### config.mk
export PLATFORM = sky130hd
export DESIGN_NAME = bcd_adjust_stage
export DESIGN_NICKNAME = d
export VERILOG_FILES = /design/src/rtl/bcd_adjust_stage.sv
export SDC_FILE = /design/constraint.sdc
export NUM_CORES = 1
export LEC_CHECK = 0
export CAP_MARGIN = 15
export CORE_ASPECT_RATIO = 1.2
export CORE_MARGIN = 4
export CORE_UTILIZATION = 48
export CTS_BUF_LIST = sky130_fd_sc_hd__clkbuf_16
export DETAILED_ROUTE_END_ITERATION = 16
export DONT_BUFFER_PORTS = 1
export GPL_TIMING_DRIVEN = 0
export PLACE_DENSITY = 0.65
export SYNTH_ARGS = -nofsm -noshare
export SYNTH_HDL_FRONTEND = slang
export SYNTH_SLANG_ARGS = --single-unit
### constraint.sdc
create_clock -name clk -period 1.9 [get_ports clk]
set_input_delay 0.19 -clock clk [delete_from_list [all_inputs] [get_ports clk]]
set_output_delay 0.19 -clock clk [all_outputs]
set_load 0.005 [all_outputs]
### src/rtl/bcd_adjust_stage.sv
`default_nettype none
// +--------------------------------------------------------------------------+
// | Module      : bcd_adjust_stage                                           |
// | Description : Registered 6502 decimal-adjust and C/Z/N/V flag stage that |
// |               follows the 8-bit adder/subtractor. Binary results are     |
// |               presented one cycle after accept; decimal results go       |
// |               through a low-nibble then a high-nibble correction cycle.  |
// |               Optional macro BCD_ADJ_DEC_NZ_EN: take N/Z from the        |
// |               adjusted decimal result (65C02) instead of the binary sum. |
// | Revision    : 1.0 - initial release                                      |
// +--------------------------------------------------------------------------+
module bcd_adjust_stage #(
  parameter logic PASS_THROUGH = 1'b0
) (
  input  logic       clk,
  input  logic       reset,
  input  logic       in_valid,
  output logic       in_ready,
  input  logic [7:0] sum,
  input  logic       cout4,
  input  logic       cout8,
  input  logic       a_msb,
  input  logic       b_msb,
  input  logic       sub,
  input  logic       dec,
  output logic       out_valid,
  input  logic       out_ready,
  output logic [7:0] result,
  output logic       flag_c,
  output logic       flag_z,
  output logic       flag_n,
  output logic       flag_v
);

  typedef enum logic [1:0] {
    IDLE   = 2'd0,
    ADJ_LO = 2'd1,
    ADJ_HI = 2'd2,
    HOLD   = 2'd3
  } state_t;

  state_t     state;
  state_t     state_nxt;

  logic [7:0] sum_q;
  logic       cout4_q;
  logic       cout8_q;
  logic       sub_q;
  logic [7:0] tmp_q;
  logic       tcarry_q;

  logic       accept;
  logic       v_in;
  logic       lo_adj;
  logic [8:0] tmp_full;
  logic       hi_adj;
  logic [7:0] adj_res;
  logic       adj_c;

  // In HOLD, a completing handshake frees the stage for a same-cycle accept
  // only when back-to-back operation is enabled.
  assign in_ready  = (state == IDLE) |
                     (PASS_THROUGH & (state == HOLD) & out_ready);
  assign out_valid = (state == HOLD);
  assign accept    = in_valid & in_ready;

  // Signed overflow: operands of equal sign (B after the SBC inversion)
  // producing a sum of the opposite sign.
  assign v_in = (a_msb == (b_msb ^ sub)) & (sum[7] != a_msb);

  // Decimal correction arithmetic for both nibble cycles.
  always_comb begin
    lo_adj   = 1'b0;
    tmp_full = 9'd0;
    hi_adj   = 1'b0;
    adj_res  = 8'd0;
    adj_c    = 1'b0;
    if (sub_q) begin
      lo_adj   = ~cout4_q;
      tmp_full = {1'b0, sum_q - (lo_adj ? 8'h06 : 8'h00)};
      hi_adj   = ~cout8_q;
      adj_res  = tmp_q - (hi_adj ? 8'h60 : 8'h00);
      adj_c    = cout8_q;
    end else begin
      lo_adj   = cout4_q | (sum_q[3:0] > 4'd9);
      tmp_full = {1'b0, sum_q} + (lo_adj ? 9'h006 : 9'h000);
      hi_adj   = cout8_q | tcarry_q | (tmp_q[7:4] > 4'd9);
      adj_res  = tmp_q + (hi_adj ? 8'h60 : 8'h00);
      adj_c    = hi_adj;
    end
  end

  // Next-state selection; an accept in HOLD implies out_ready was high.
  always_comb begin
    state_nxt = state;
    case (state)
      IDLE:    if (accept) state_nxt = dec ? ADJ_LO : HOLD;
      ADJ_LO:  state_nxt = ADJ_HI;
      ADJ_HI:  state_nxt = HOLD;
      HOLD: begin
        if (accept)         state_nxt = dec ? ADJ_LO : HOLD;
        else if (out_ready) state_nxt = IDLE;
      end
      default: state_nxt = IDLE;
    endcase
  end

  // State register.
  always_ff @(posedge clk) begin
    if (reset) state <= IDLE;
    else       state <= state_nxt;
  end

  // Operand capture, nibble correction pipeline and result/flag registers.
  always_ff @(posedge clk) begin
    if (reset) begin
      sum_q    <= 8'h00;
      cout4_q  <= 1'b0;
      cout8_q  <= 1'b0;
      sub_q    <= 1'b0;
      tmp_q    <= 8'h00;
      tcarry_q <= 1'b0;
      result   <= 8'h00;
      flag_c   <= 1'b0;
      flag_z   <= 1'b0;
      flag_n   <= 1'b0;
      flag_v   <= 1'b0;
    end else if (accept) begin
      // Binary result is final here; decimal overwrites result and C later.
      sum_q    <= sum;
      cout4_q  <= cout4;
      cout8_q  <= cout8;
      sub_q    <= sub;
      result   <= sum;
      flag_c   <= cout8;
      flag_z   <= (sum == 8'h00);
      flag_n   <= sum[7];
      flag_v   <= v_in;
    end else if (state == ADJ_LO) begin
      tmp_q    <= tmp_full[7:0];
      tcarry_q <= tmp_full[8];
    end else if (state == ADJ_HI) begin
      result   <= adj_res;
      flag_c   <= adj_c;
`ifdef BCD_ADJ_DEC_NZ_EN
      flag_z   <= (adj_res == 8'h00);
      flag_n   <= adj_res[7];
`else
      // NMOS parts report N/Z of the uncorrected binary sum, kept from accept.
`endif
    end
  end

endmodule
`default_nettype wire

**Word level (Yosys, flattened, before mapping)**

Index checks and enable logic that the tools add are counted.

- Add/sub/neg operators: 4
- $lt $le $gt $ge: 2
- Eq/ne operators: 8
- Mux-type cells: 18
- Bitwise gates (word level): 7
- Reduce and logical (&&, ||, !) cells: 6

Operators by type and width:

| cell | number |
|---|---|
| 2-to-1 mux 8 bit | 4 |
| 2-to-1 mux 7 bit | 2 |
| adder 8 x 3 -> 9 bit | 1 |
| 2-to-1 mux 9 bit | 1 |
| adder 8 x 7 -> 8 bit | 1 |
| greater-than comparator 4 bit, second input constant | 2 |
| logical NOT 8 bit | 1 |
| 2-to-1 mux 2 bit | 4 |
| case mux 2 bit (4 select lines) | 1 |
| subtractor 8 x 3 -> 8 bit | 1 |
| subtractor 8 x 7 -> 8 bit | 1 |
| 2-to-1 mux 3 bit | 2 |
| AND reduction 2 bit | 3 |
| == test 2 bit, second input constant | 2 |
| 2-to-1 mux 1 bit | 4 |
| != test 3 x 1 -> 1 bit, second input constant | 1 |
| OR 1 bit | 3 |
| AND 1 bit | 2 |
| == test 2 x 1 -> 1 bit, second input constant | 1 |
| logical NOT 2 bit | 1 |
| != test 2 x 1 -> 1 bit, second input constant | 1 |
| != test 2 bit, second input constant | 1 |
| nonzero test 2 bit | 1 |
| == test 1 bit | 1 |
| 3 further kinds | 3 |

- Bits in registers: 34
- Output and inout port bits: 14
- Word-level logic and storage cells: 57

**Logic depth before layout (Yosys ltp)**

- Depth after elaboration: 8
- Depth in mapped cells: 10
- Gate-level depth less buffers: 9

**Least setup slack after synthesis**

OpenSTA, ideal clock, no wires.

- Path kind: flip-flop to flip-flop
- From: reg sub_q
- To: reg result[7]
- Setup time: 0.088 ns
- Arrival time: 1.866 ns
- Required time: 1.812 ns
- Slack: -0.054 ns
- Stages on the path, launching flop included: 10
- Path buffers: 1
- Clock period less this slack: 1.954 ns
- Cells stage by stage: dfxtp_1 > buf_2 > nor4_1 > a21o_1 > ha_1 > o21ai_0 > nand2b_1 > xnor3_1 > nand2_1 > a311oi_2

- Word-level cells in the longest chain between the ends: 4

Ends and longest elaborated chain:

| item | RTL line | text |
|---|---|---|
| from (decl) | 48 | `logic sub_q;` |
| from (signal assigned) | 133 | `sub_q <= sub;` |
| 2-to-1 mux 8 bit | 78 | `if (sub_q) begin` |
| 2-to-1 mux 8 bit | 142 | `end else if (state == ADJ_HI) begin` |
| 2-to-1 mux 8 bit | 139 | `end else if (state == ADJ_LO) begin` |
| 2-to-1 mux 8 bit | 128 | `end else if (accept) begin` |
| to (signal assigned) | 134 | `result <= sum;` |
| to (signal assigned) | 143 | `result <= adj_res;` |
| to (decl) | 28 | `output logic [7:0] result,` |

Every way passes these cells. The select of a mux whose other input is x is not followed.
A chain may end at the register's enable or synchronous reset.

**Worst setup path in the final report**

- From: reg tmp_q[5]
- To: reg result[7]

- Word-level cells in the longest chain between the ends: 8
- Elaborated cells on any way between the ends: 9
- Those cells by class: add/sub: 2; order compare: 1; mux: 5; bitwise: 1

Ends and longest elaborated chain:

| item | RTL line | text |
|---|---|---|
| from (decl) | 49 | `logic [7:0] tmp_q;` |
| from (signal assigned) | 140 | `tmp_q <= tmp_full[7:0];` |
| greater-than comparator 4 bit | 87 | `hi_adj = cout8_q \| tcarry_q \| (tmp_q[7:4] > 4'd9);` |
| OR 1 bit | 87 |  |
| 2-to-1 mux 7 bit | 88 | `adj_res = tmp_q + (hi_adj ? 8'h60 : 8'h00);` |
| adder 8 x 7 -> 8 bit | 88 |  |
| 2-to-1 mux 8 bit (*) | 78 |  |
| 2-to-1 mux 8 bit (*) | 142 |  |
| 2-to-1 mux 8 bit (*) | 139 |  |
| 2-to-1 mux 8 bit (*) | 128 |  |

Mark *: on every way between the ends. The rest lies on a longest branch, timed or not. The select of a mux whose other input is x is not followed.

==> results.md <==
* Fin. max-slew vios at 0
* XOR/XNOR Fraction of Synth Area at 3.74%
* Grt total ovfl at 0
* Yosys reg bits at 33
* CTS buffer count at 5
* Setup crit end: result[7]
* Worst r2r src: tmp_q[5]
* Chip height at 74.6 um
* Worst path max stage delay at 340 ps
* Maximum fanout along the worst path at 3
* Fmax at 0.515 GHz
* Hold Path Class: primary input to register
* Fraction of registers with async set/reset at 0%
* Largest net degree at the start of global routing at 13
* R2R Path End: result[7]
* Synth Net Count at 238
* RSZ-0062 raised after global routing: yes
* Final WL at 4780 um
* Adder-cell share of the synthesized area at 9.31%
* Worst skew pair latency at 290 ps
* Synth Area in Compound Gates at 18.4%
* Failing checks: negative setup slack
* Routed Antenna Nets at 0
* Critical Path Source: tmp_q[5]
* Warning count from the yosys run at 0
* Clk buf depth at 2
* Area growth syn-to-layout at 23.6%
* Synth Cell Area at 0.00177 mm2
* Flop-to-flop setup slack at -40 ps
* Initial Utilization at 51.4%
* N_diodes at 0
* Initial DRC count at 74
* Maxcap violations at 0
* Via Count at 1586
* Syn_area_per_cell at 8.53 um2
* Slew margin rel. at 64.1%
* Synth Flop Type: dfxtp_1
* DRC at 0
* Setup Viol. Count Final at 1
* Port Buf Inserts at 0
* Final Power at 2.80 mW
* TritonCTS clock tree: done
* Tot GR Track Use at 20.8%
* Die X at 63.5 um
* Cells after synthesis at 208
* Setup WS post-layout at -42.3 ps
* Layout cell share with drive strength beyond 1 at 25.2%
* Dpl hpwl at 3220 um
* Status: finished, violations left
* Period minus WS final at 1940 ps
* Overall die area at 0.00474 mm2
* Library cells used by synthesis at 43
* Commonest non-fill, non-tap cell in the layout: nand2_1
* Most frequent cells in the layout: nand2_1, dfxtp_1, nor2_1, a21oi_1, buf_4
* Root Buffer: clkbuf_16
* Row count at 23
* Critical path depth in cells at 9
* Routed len/inst at 17.9 um
* Worst path bufs/invs at 0
* Delay-heaviest family, CP: compound AO/OA/AOI/OAI gates
* Sequential-to-total area share from yosys stat at 37.2%
* Crit path cell chain: o21a_1, nor4_2, a21o_1, ha_4, o21ai_2, nand2b_1, xnor3_1, nand2_1, a311oi_2
* Period utilisation layout at 102%
* First-pass DRT Iterations at 4
* Placer Congestion at 0.808
* FF-to-FF path depth at 9
* Main combinational cell family by area after synthesis: simple AND/OR/NAND/NOR gates
* Core area at 0.00345 mm2
* Arrival time at the worst endpoint at 2140 ps
* Startpoint types: register
* First-pass GRT wire length at 7380 um
* TritonCTS Sinks at 33
* Simple-gate share of the synthesized area at 22.7%
* # IOs at 32
* Portion of netlist area occupied by mux cells at 2.82%
* Hold slack at 33.7 ps
* Slew @ Worst Pin at 539 ps
* Clk slew on worst S/H paths at 60 ps
* Critical-path top delay cell: dfxtp_4
* Post-synth EDFFs at 0
* Lkg Pwr at 0.834 nW
* Worst path required time at 2100 ps
* Final hold violation count at 0
* Nets at 259
* Initial antenna violation count at 0
* Fill cells at 290
* Clock Skew at 6.10 ps
* Power per cell area at 1280 mW/mm2
* WS Path Type: register to register
* Kind of end point of the critical path: register
* Via/cell ratio at 5.94
* H-tree depth at 2
* Number of global-route vias before repair at 1556
* Maximum VDD drop at 0.775 mV
==> cell usage after synthesis (3+ instances only) <==
cell	count	area share, %
a211oi_1	7	3.0
a21oi_1	19	5.4
a311oi_1	5	2.5
buf_2	5	1.4
clkbuf_1	5	1.1
dfxtp_1	33	37
ha_1	10	7.1
inv_1	7	1.5
mux2i_1	5	2.8
nand2_1	35	7.4
nand2b_1	5	1.8
nor2_1	24	5.1
nor4_1	3	1.1
o21ai_0	7	2.0
xnor2_1	3	1.5
==> per-stage QoR <==
stage / cell area, um2 / util, % / instances / setup TNS [ps] / setup slack, ps
3_3_place_gp: 1820 / 52.7 / 245 / -306 / -113
4_1_cts: 2020 / 58.6 / 255 / 0 / 3.68
3_5_place_dp: 1820 / 52.7 / 245 / -569 / -208
6_report: 2190 / 63.5 / 267 / -42.3 / -42.3
2_1_floorplan: 1770 / - / 208 / 0 / 33.5
5_1_grt: 2190 / 63.5 / 267 / -169 / -101
==> worst min path at each step <==
| stage | start | end | cells past startpoint |
|---|---|---|---|
| after CTS | cout4 | cout4_q | 2 |
| final | cout4 | cout4_q | 2 |
| after global placement | cout8 | cout8_q | 2 |
| after floorplan | sub | sub_q | 2 |
| after detailed placement | cout8 | cout8_q | 2 |
| after global routing | cout4 | cout4_q | 2 |
==> logic make-up after synthesis <==
family,count (synthesis)
AOI/OAI and AO/OA,49
xor gates and xnor gates,6
buffers and inverters,20
muxes,5
adders and majority gates,12
and+or+nand+nor,83
DFF,33
==> area by class of cell <==
| type | instances | area (um2) | share of cell area, % |
|---|---|---|---|
| well taps | 37 | 46.3 | 2.11 |
| clock inverters | 3 | 17.5 | 0.799 |
| plain buffers | 12 | 77.6 | 3.54 |
| clock buffers | 5 | 125 | 5.70 |
| repair buffers | 15 | 113 | 5.13 |
| inverters | 7 | 28.8 | 1.31 |
| flip-flops and latches | 33 | 678 | 30.9 |
| multi-input cells | 155 | 1110 | 50.5 |
==> layer usage <==
layer / global-route usage, % / wire length [um] / up-vias
met5: 0 / 0 / -
met4: 10.6 / 140 / 0
met3: 6.95 / 348 / 13
met2: 37.4 / 2430 / 52
met1: 22.0 / 1860 / 757
li1: - / - / 764
==> sequential cells by signal, indices dropped and copies added, names as in the netlist <==
name and cells:
result 8, tmp_q 8, sum_q 7, state 2
cout4_q 1, cout8_q 1, flag_c 1, flag_n 1
flag_v 1, flag_z 1, sub_q 1, tcarry_q 1
==> what timing repair did <==
action	CTS	global route
hold buffers	0	0
setup buffers	3	12
endpoints found under the setup margin	4	7
resized for setup	12	22
pin swaps	5	8
cloned	0	0
==> power by group <==
group          total, mW  switching (mW)  internal [mW]
registers          0.985           0.140          0.845
logic               1.03           0.573          0.456
clock network      0.791           0.312          0.480
total               2.80            1.02           1.78
Power figures use the tool's default switching activity.
